## src/rtl/lcd_cmd_pkg.sv

```systemverilog
// Shared definitions for the LCD command sequencer: opcodes, FSM states, defaults.
package lcd_cmd_pkg;

  localparam logic [2:0] CMD_WRITE = 3'b000;
  localparam logic [2:0] CMD_UP    = 3'b001;
  localparam logic [2:0] CMD_DOWN  = 3'b010;
  localparam logic [2:0] CMD_LEFT  = 3'b011;
  localparam logic [2:0] CMD_RIGHT = 3'b100;
  localparam logic [2:0] CMD_AVG   = 3'b101;
  localparam logic [2:0] CMD_MIRX  = 3'b110;
  localparam logic [2:0] CMD_MIRY  = 3'b111;

  localparam int unsigned GAP_DEFAULT     = 2;
  localparam int unsigned TIMEOUT_DEFAULT = 255;

  typedef enum logic [2:0] {
    IDLE      = 3'd0,
    FETCH     = 3'd1,
    WAIT_Q    = 3'd2,
    ISSUE     = 3'd3,
    WAIT_DONE = 3'd4,
    FINISH    = 3'd5
  } seq_state_t;

endpackage

```

## src/rtl/lcd_seq_timer.sv

```systemverilog
// Loadable down-counter that stops at zero; zero flags an expired interval.
module lcd_seq_timer #(
  parameter int unsigned WIDTH = 8
) (
  input  logic             clk,
  input  logic             reset,
  input  logic             load,
  input  logic [WIDTH-1:0] load_val,
  output logic             zero
);

  logic [WIDTH-1:0] count;

  // Load has priority; otherwise count down and hold at zero.
  always_ff @(posedge clk) begin
    if (reset)
      count <= '0;
    else if (load)
      count <= load_val;
    else if (count != '0)
      count <= count - 1'b1;
  end

  assign zero = (count == '0);

endmodule

```

## src/rtl/lcd_cmd_seq.sv

```systemverilog
// Script-driven command sequencer: fetches opcodes from a ROM and strobes them
// to an LCD controller, enforcing a minimum gap and a done timeout.
module lcd_cmd_seq
  import lcd_cmd_pkg::*;
#(
  parameter int unsigned GAP     = GAP_DEFAULT,
  parameter int unsigned TIMEOUT = TIMEOUT_DEFAULT
) (
  input  logic       clk,
  input  logic       reset,
  input  logic       start,
  input  logic [3:0] CROM_Q,
  output logic       CROM_EN,
  output logic [4:0] CROM_A,
  input  logic       busy,
  input  logic       done,
  output logic [2:0] cmd,
  output logic       cmd_valid,
  output logic       seq_busy,
  output logic       seq_done,
  output logic       err,
  output logic [5:0] cmd_cnt
);

  localparam int unsigned GW = (GAP < 1) ? 1 : $clog2(GAP + 1);
  localparam int unsigned TW = (TIMEOUT < 2) ? 1 : $clog2(TIMEOUT);

  seq_state_t state;
  logic [2:0] op_r;
  logic       last_r;
  logic       issue;
  logic       tmo_load;
  logic       gap_zero;
  logic       tmo_zero;

  assign issue    = (state == ISSUE) && !busy && gap_zero;
  assign tmo_load = issue && (op_r == CMD_WRITE);

  lcd_seq_timer #(.WIDTH(GW)) u_gap (
    .clk      (clk),
    .reset    (reset),
    .load     (issue),
    .load_val (GW'(GAP)),
    .zero     (gap_zero)
  );

  // Loaded with TIMEOUT-1 so zero is seen in the TIMEOUT-th WAIT_DONE cycle.
  lcd_seq_timer #(.WIDTH(TW)) u_tmo (
    .clk      (clk),
    .reset    (reset),
    .load     (tmo_load),
    .load_val (TW'(TIMEOUT - 1)),
    .zero     (tmo_zero)
  );

  // Sequencer FSM with registered outputs.
  always_ff @(posedge clk) begin
    if (reset) begin
      state     <= IDLE;
      CROM_A    <= '0;
      CROM_EN   <= 1'b1;
      cmd       <= CMD_WRITE;
      cmd_valid <= 1'b0;
      seq_busy  <= 1'b0;
      seq_done  <= 1'b0;
      err       <= 1'b0;
      cmd_cnt   <= '0;
      op_r      <= CMD_WRITE;
      last_r    <= 1'b0;
    end else begin
      cmd_valid <= 1'b0;
      case (state)
        IDLE, FINISH: begin
          if (start) begin
            state    <= FETCH;
            CROM_A   <= '0;
            CROM_EN  <= 1'b0;
            seq_busy <= 1'b1;
            seq_done <= 1'b0;
            err      <= 1'b0;
            cmd_cnt  <= '0;
          end
        end
        FETCH: begin
          CROM_EN <= 1'b1;
          state   <= WAIT_Q;
        end
        WAIT_Q: begin
          op_r   <= CROM_Q[2:0];
          last_r <= CROM_Q[3];
          state  <= ISSUE;
        end
        ISSUE: begin
          if (issue) begin
            cmd_valid <= 1'b1;
            cmd       <= op_r;
            if (cmd_cnt != 6'd63)
              cmd_cnt <= cmd_cnt + 6'd1;
            if (op_r == CMD_WRITE) begin
              state <= WAIT_DONE;
            end else if (!last_r && (CROM_A != 5'd31)) begin
              CROM_A  <= CROM_A + 5'd1;
              CROM_EN <= 1'b0;
              state   <= FETCH;
            end else begin
              // Stay in ISSUE; the appended write reuses the normal issue path.
              op_r <= CMD_WRITE;
            end
          end
        end
        WAIT_DONE: begin
          if (done || tmo_zero) begin
            state    <= FINISH;
            seq_busy <= 1'b0;
            seq_done <= 1'b1;
            if (!done)
              err <= 1'b1;
          end
        end
        default: state <= IDLE;
      endcase
    end
  end

endmodule

```

## config.mk

```make
export PLATFORM = sky130hd
export DESIGN_NAME = lcd_cmd_seq
export DESIGN_NICKNAME = d
export VERILOG_FILES = /design/src/rtl/lcd_cmd_pkg.sv /design/src/rtl/lcd_seq_timer.sv /design/src/rtl/lcd_cmd_seq.sv
export SDC_FILE = /design/constraint.sdc
export NUM_CORES = 1
export LEC_CHECK = 0
export ABC_AREA = 1
export BUFFER_PORTS_ARGS = -buffer_cell sky130_fd_sc_hd__buf_2
export CAP_MARGIN = 15
export CORE_MARGIN = 2
export CORE_UTILIZATION = 45
export DETAILED_ROUTE_END_ITERATION = 8
export PLACE_DENSITY = 0.76
export SLEW_MARGIN = 25
export SYNTH_ARGS = -nofsm -noshare
export SYNTH_HDL_FRONTEND = slang
export SYNTH_SLANG_ARGS = --single-unit
```

## constraint.sdc

```tcl
create_clock -name clk -period 1.55 [get_ports clk]
set_input_delay 0.0775 -clock clk [delete_from_list [all_inputs] [get_ports clk]]
set_output_delay 0.0775 -clock clk [all_outputs]
set_load 0.05 [all_outputs]
```

==> results.sh <==
export IMPL_postSynthAreaPerCell_um2=6.884
export IMPL_ys_seq_area_share_pct=37.80
export IMPL_fin_ws_ns=0.07271
export IMPL_cts_root_buffer="clkbuf_8"
export IMPL_grt_pass1_vias=1613
export IMPL_drtIter0Drc=86
export IMPL_initial_core_util_pct=47.33
export IMPL_synth_ff_latch_count=36
export IMPL_critPathRequiredTime_ns=1.77
export IMPL_netlist_top_cell_by_area="dfxtp_1"
export IMPL_ir_worst_vdd_v=0.0009535
export IMPL_cp_max_fo=4
export IMPL_dieHeight_um=69.10
export IMPL_power_leakage_nw=1.138
export IMPL_yosys_area_top_type_share_pct=37.80
export IMPL_yosys_top_cells_area="dfxtp_1, nand2_1, nor2_1"
export IMPL_fin_crit_sh_pct=95.31
export IMPL_powerDensity_nw_per_um2=1886
export IMPL_io_pins=28
export IMPL_n_antenna_cell=0
export IMPL_critPathLaunchType="flip-flop"
export IMPL_place_gp_congestion=0.9008
export IMPL_status="completed"
export IMPL_yosysWarnings=0
export IMPL_antenna_found_initial=0
export IMPL_fin_util_pct=59.07
export IMPL_rows=23
export IMPL_drt_drc_violations_left=0
export IMPL_place_ws_ns=-0.001727
export IMPL_worstSetupPathType="reg2reg"
export IMPL_clk_latency_ns=0.29
export IMPL_period_needed_ns=1.477
export IMPL_vias=1794
export IMPL_crit_path_end="op_r[0]"
export IMPL_p_total_w=0.004487
export IMPL_tritoncts="done"
export IMPL_multiInputGateArea_um2=1112
export IMPL_first_pass_iters=4
export IMPL_layout_drive_gt1_share_pct=27.64
export IMPL_slew_violations=0
export IMPL_finalWirelength_mm=3.974
export IMPL_grt_pass1_wl_mm=6.948
export IMPL_overflow=0
export IMPL_nets=334
export IMPL_syn_nets=290
export IMPL_rsz0062_at_grt="true"
export IMPL_grt_use_total_pct=17.61
export IMPL_reg2reg_from="CROM_A[1]"
export IMPL_area_growth_pct=24.80
export IMPL_path_clk_slew_ns=0.07
export IMPL_vias_per_cell=4.823
export IMPL_relSlewSlack_pct=79.29
export IMPL_die_area_um2=4774
export IMPL_r2r_end="op_r[0]"
export IMPL_cts_num_sinks=36
export IMPL_num_fill_cells=371
export IMPL_numPortBuffers=27
export IMPL_final_hold_violation_count=0
export IMPL_fmax_mhz=676.9
export IMPL_drv_cap=0
export IMPL_ff2ff_setup_slack_ns=0.07
export IMPL_hpwl_mm=2.926
export IMPL_synth_area_um2=1907
export IMPL_htree_num_levels=2
export IMPL_synthCells=277
export IMPL_cts_buffer_depth=2
export IMPL_drt_wirelength_per_cell_um=10.68
export IMPL_fin_hold_ws_ns=0.007450
export IMPL_die_w_um=69.10
export IMPL_regArea_um2=739.5
export IMPL_tightest_slew_ns=0.3088
export IMPL_finalSetupTns_ns=0
export IMPL_reg2reg_depth=9
export IMPL_grt_max_degree=22
export IMPL_min_delay_path_class="in2reg"
export IMPL_crit_path_end_kind="flip-flop"
export IMPL_critical_path_arrival_ns=1.70
export IMPL_crit_start="CROM_A[1]"
export IMPL_finalSetupViolations=0
export IMPL_ant_nets=0
export IMPL_cts_hold_buf=0
export IMPL_skew_ns=0.004086
export IMPL_core_area_um2=4029
export IMPL_synth_cell_types=26
export IMPL_cts_inserted_buffers=5
[sequential cells by signal, summed over array words and instances (netlist names)]
signal and cells:
u_gap.count 2, last_r 1, err 1, cmd 3
seq_done 1, seq_busy 1, CROM_A 5, state 3
op_r 3, cmd_valid 1, u_tmo.count 8, cmd_cnt 6
CROM_EN 1
[Yosys cell counts (all sizes together)]
| master | instances |
|---|---|
| nor3b | 1 |
| xor2 | 4 |
| dfxtp | 36 |
| nand3b | 3 |
| nand2 | 69 |
| nand3 | 19 |
| ha | 4 |
| xnor2 | 1 |
| nor2 | 51 |
| a21oi | 25 |
| o21ai | 14 |
| nor4 | 1 |
| clkinv | 1 |
| nor3 | 5 |
| clkbuf | 2 |
| nand4 | 2 |
| inv | 38 |
| buf | 1 |
[layout by cell type, fill, tap and decap left out, types with 4 or more instances in the layout]
| cell type | instances |
|---|---|
| buf_4 | 12 |
| inv_1 | 33 |
| nor2_2 | 4 |
| inv_2 | 5 |
| nand3_1 | 19 |
| buf_2 | 27 |
| a21oi_1 | 22 |
| nor2_4 | 7 |
| dfxtp_2 | 6 |
| o21ai_0 | 13 |
| clkbuf_8 | 6 |
| nand2_1 | 60 |
| nor3_1 | 4 |
| nor2_1 | 39 |
| nand2_4 | 6 |
| dfxtp_1 | 27 |
| xor2_1 | 4 |
[how the worst min path moves through the flow]
stage          depth (start not counted)  slack, ns             end       from
2_1_floorplan                          1       0.16  u_gap.count[0]      reset
3_3_place_gp                           3       0.30          last_r  CROM_Q[3]
3_5_place_dp                           3       0.30          last_r  CROM_Q[3]
4_1_cts                                3      0.001          last_r  CROM_Q[3]
5_1_grt                                3       0.04          last_r  CROM_Q[3]
6_report                               3      0.007          last_r  CROM_Q[3]
[worst max-delay path: stages (launching register included)]
cell and delay (ns):
dfxtp_4 0.35, ha_4 0.16, nand2_4 0.06, nor2_4 0.04, ha_4 0.15, nor2_4 0.08, inv_2 0.07, a21oi_2 0.23
o21ai_0 0.13, a21oi_1 0.15
[metal layers]
| metal | global-route usage [%] | vias to the layer above | part of all wire [%] |
|---|---|---|---|
| met5 | 0 | - | 0 |
| met4 | 7.190 | 0 | 1.8 |
| met3 | 4.094 | 7 | 3.3 |
| met2 | 27.35 | 25 | 46 |
| met1 | 23.50 | 801 | 49 |
| li1 | - | 961 | - |
[per-stage QoR]
step,instance area (um^2),std cells
2_1_floorplan,1927,277
3_3_place_gp,2165,358
3_5_place_dp,2165,358
4_1_cts,2283,367
5_1_grt,2380,372
6_report,2380,372
[logic make-up after synthesis]
logic type,count (synthesis),share of synthesized area [%]
simple gates,151,37.73
buf+inv,42,8.333
compound gates,39,11.22
flops,36,37.80
xor+xnor,5,2.296
fa+ha+maj,4,2.625
[report_power, final]
part           leakage [nW]  switching [W]  internal [W]  total [W]
registers             0.299       0.000176       0.00115    0.00133
logic                 0.794        0.00161      0.000859    0.00247
clock network        0.0445       0.000329      0.000361   0.000690
total                  1.14        0.00212       0.00237    0.00449
[area by class of cell]
type / count / share of cell area (%)
Multi-Input combinational cell: 200 / 46.74
Sequential cell: 36 / 31.07
Timing Repair Buffer: 39 / 9.464
Inverter: 39 / 6.151
Clock buffer: 7 / 3.628
Tap cell: 50 / 2.629
Clock inverter: 1 / 0.3155
[repair_timing]
action,4_1_cts,5_1_grt
hold endpoints to repair,0,0
pin swaps,7,11
endpoints found under the setup margin,2,19
buffers inserted,1,4
gates cloned,0,1
gates resized for setup,4,17
Note: power is estimated with default switching activity, not from simulation.
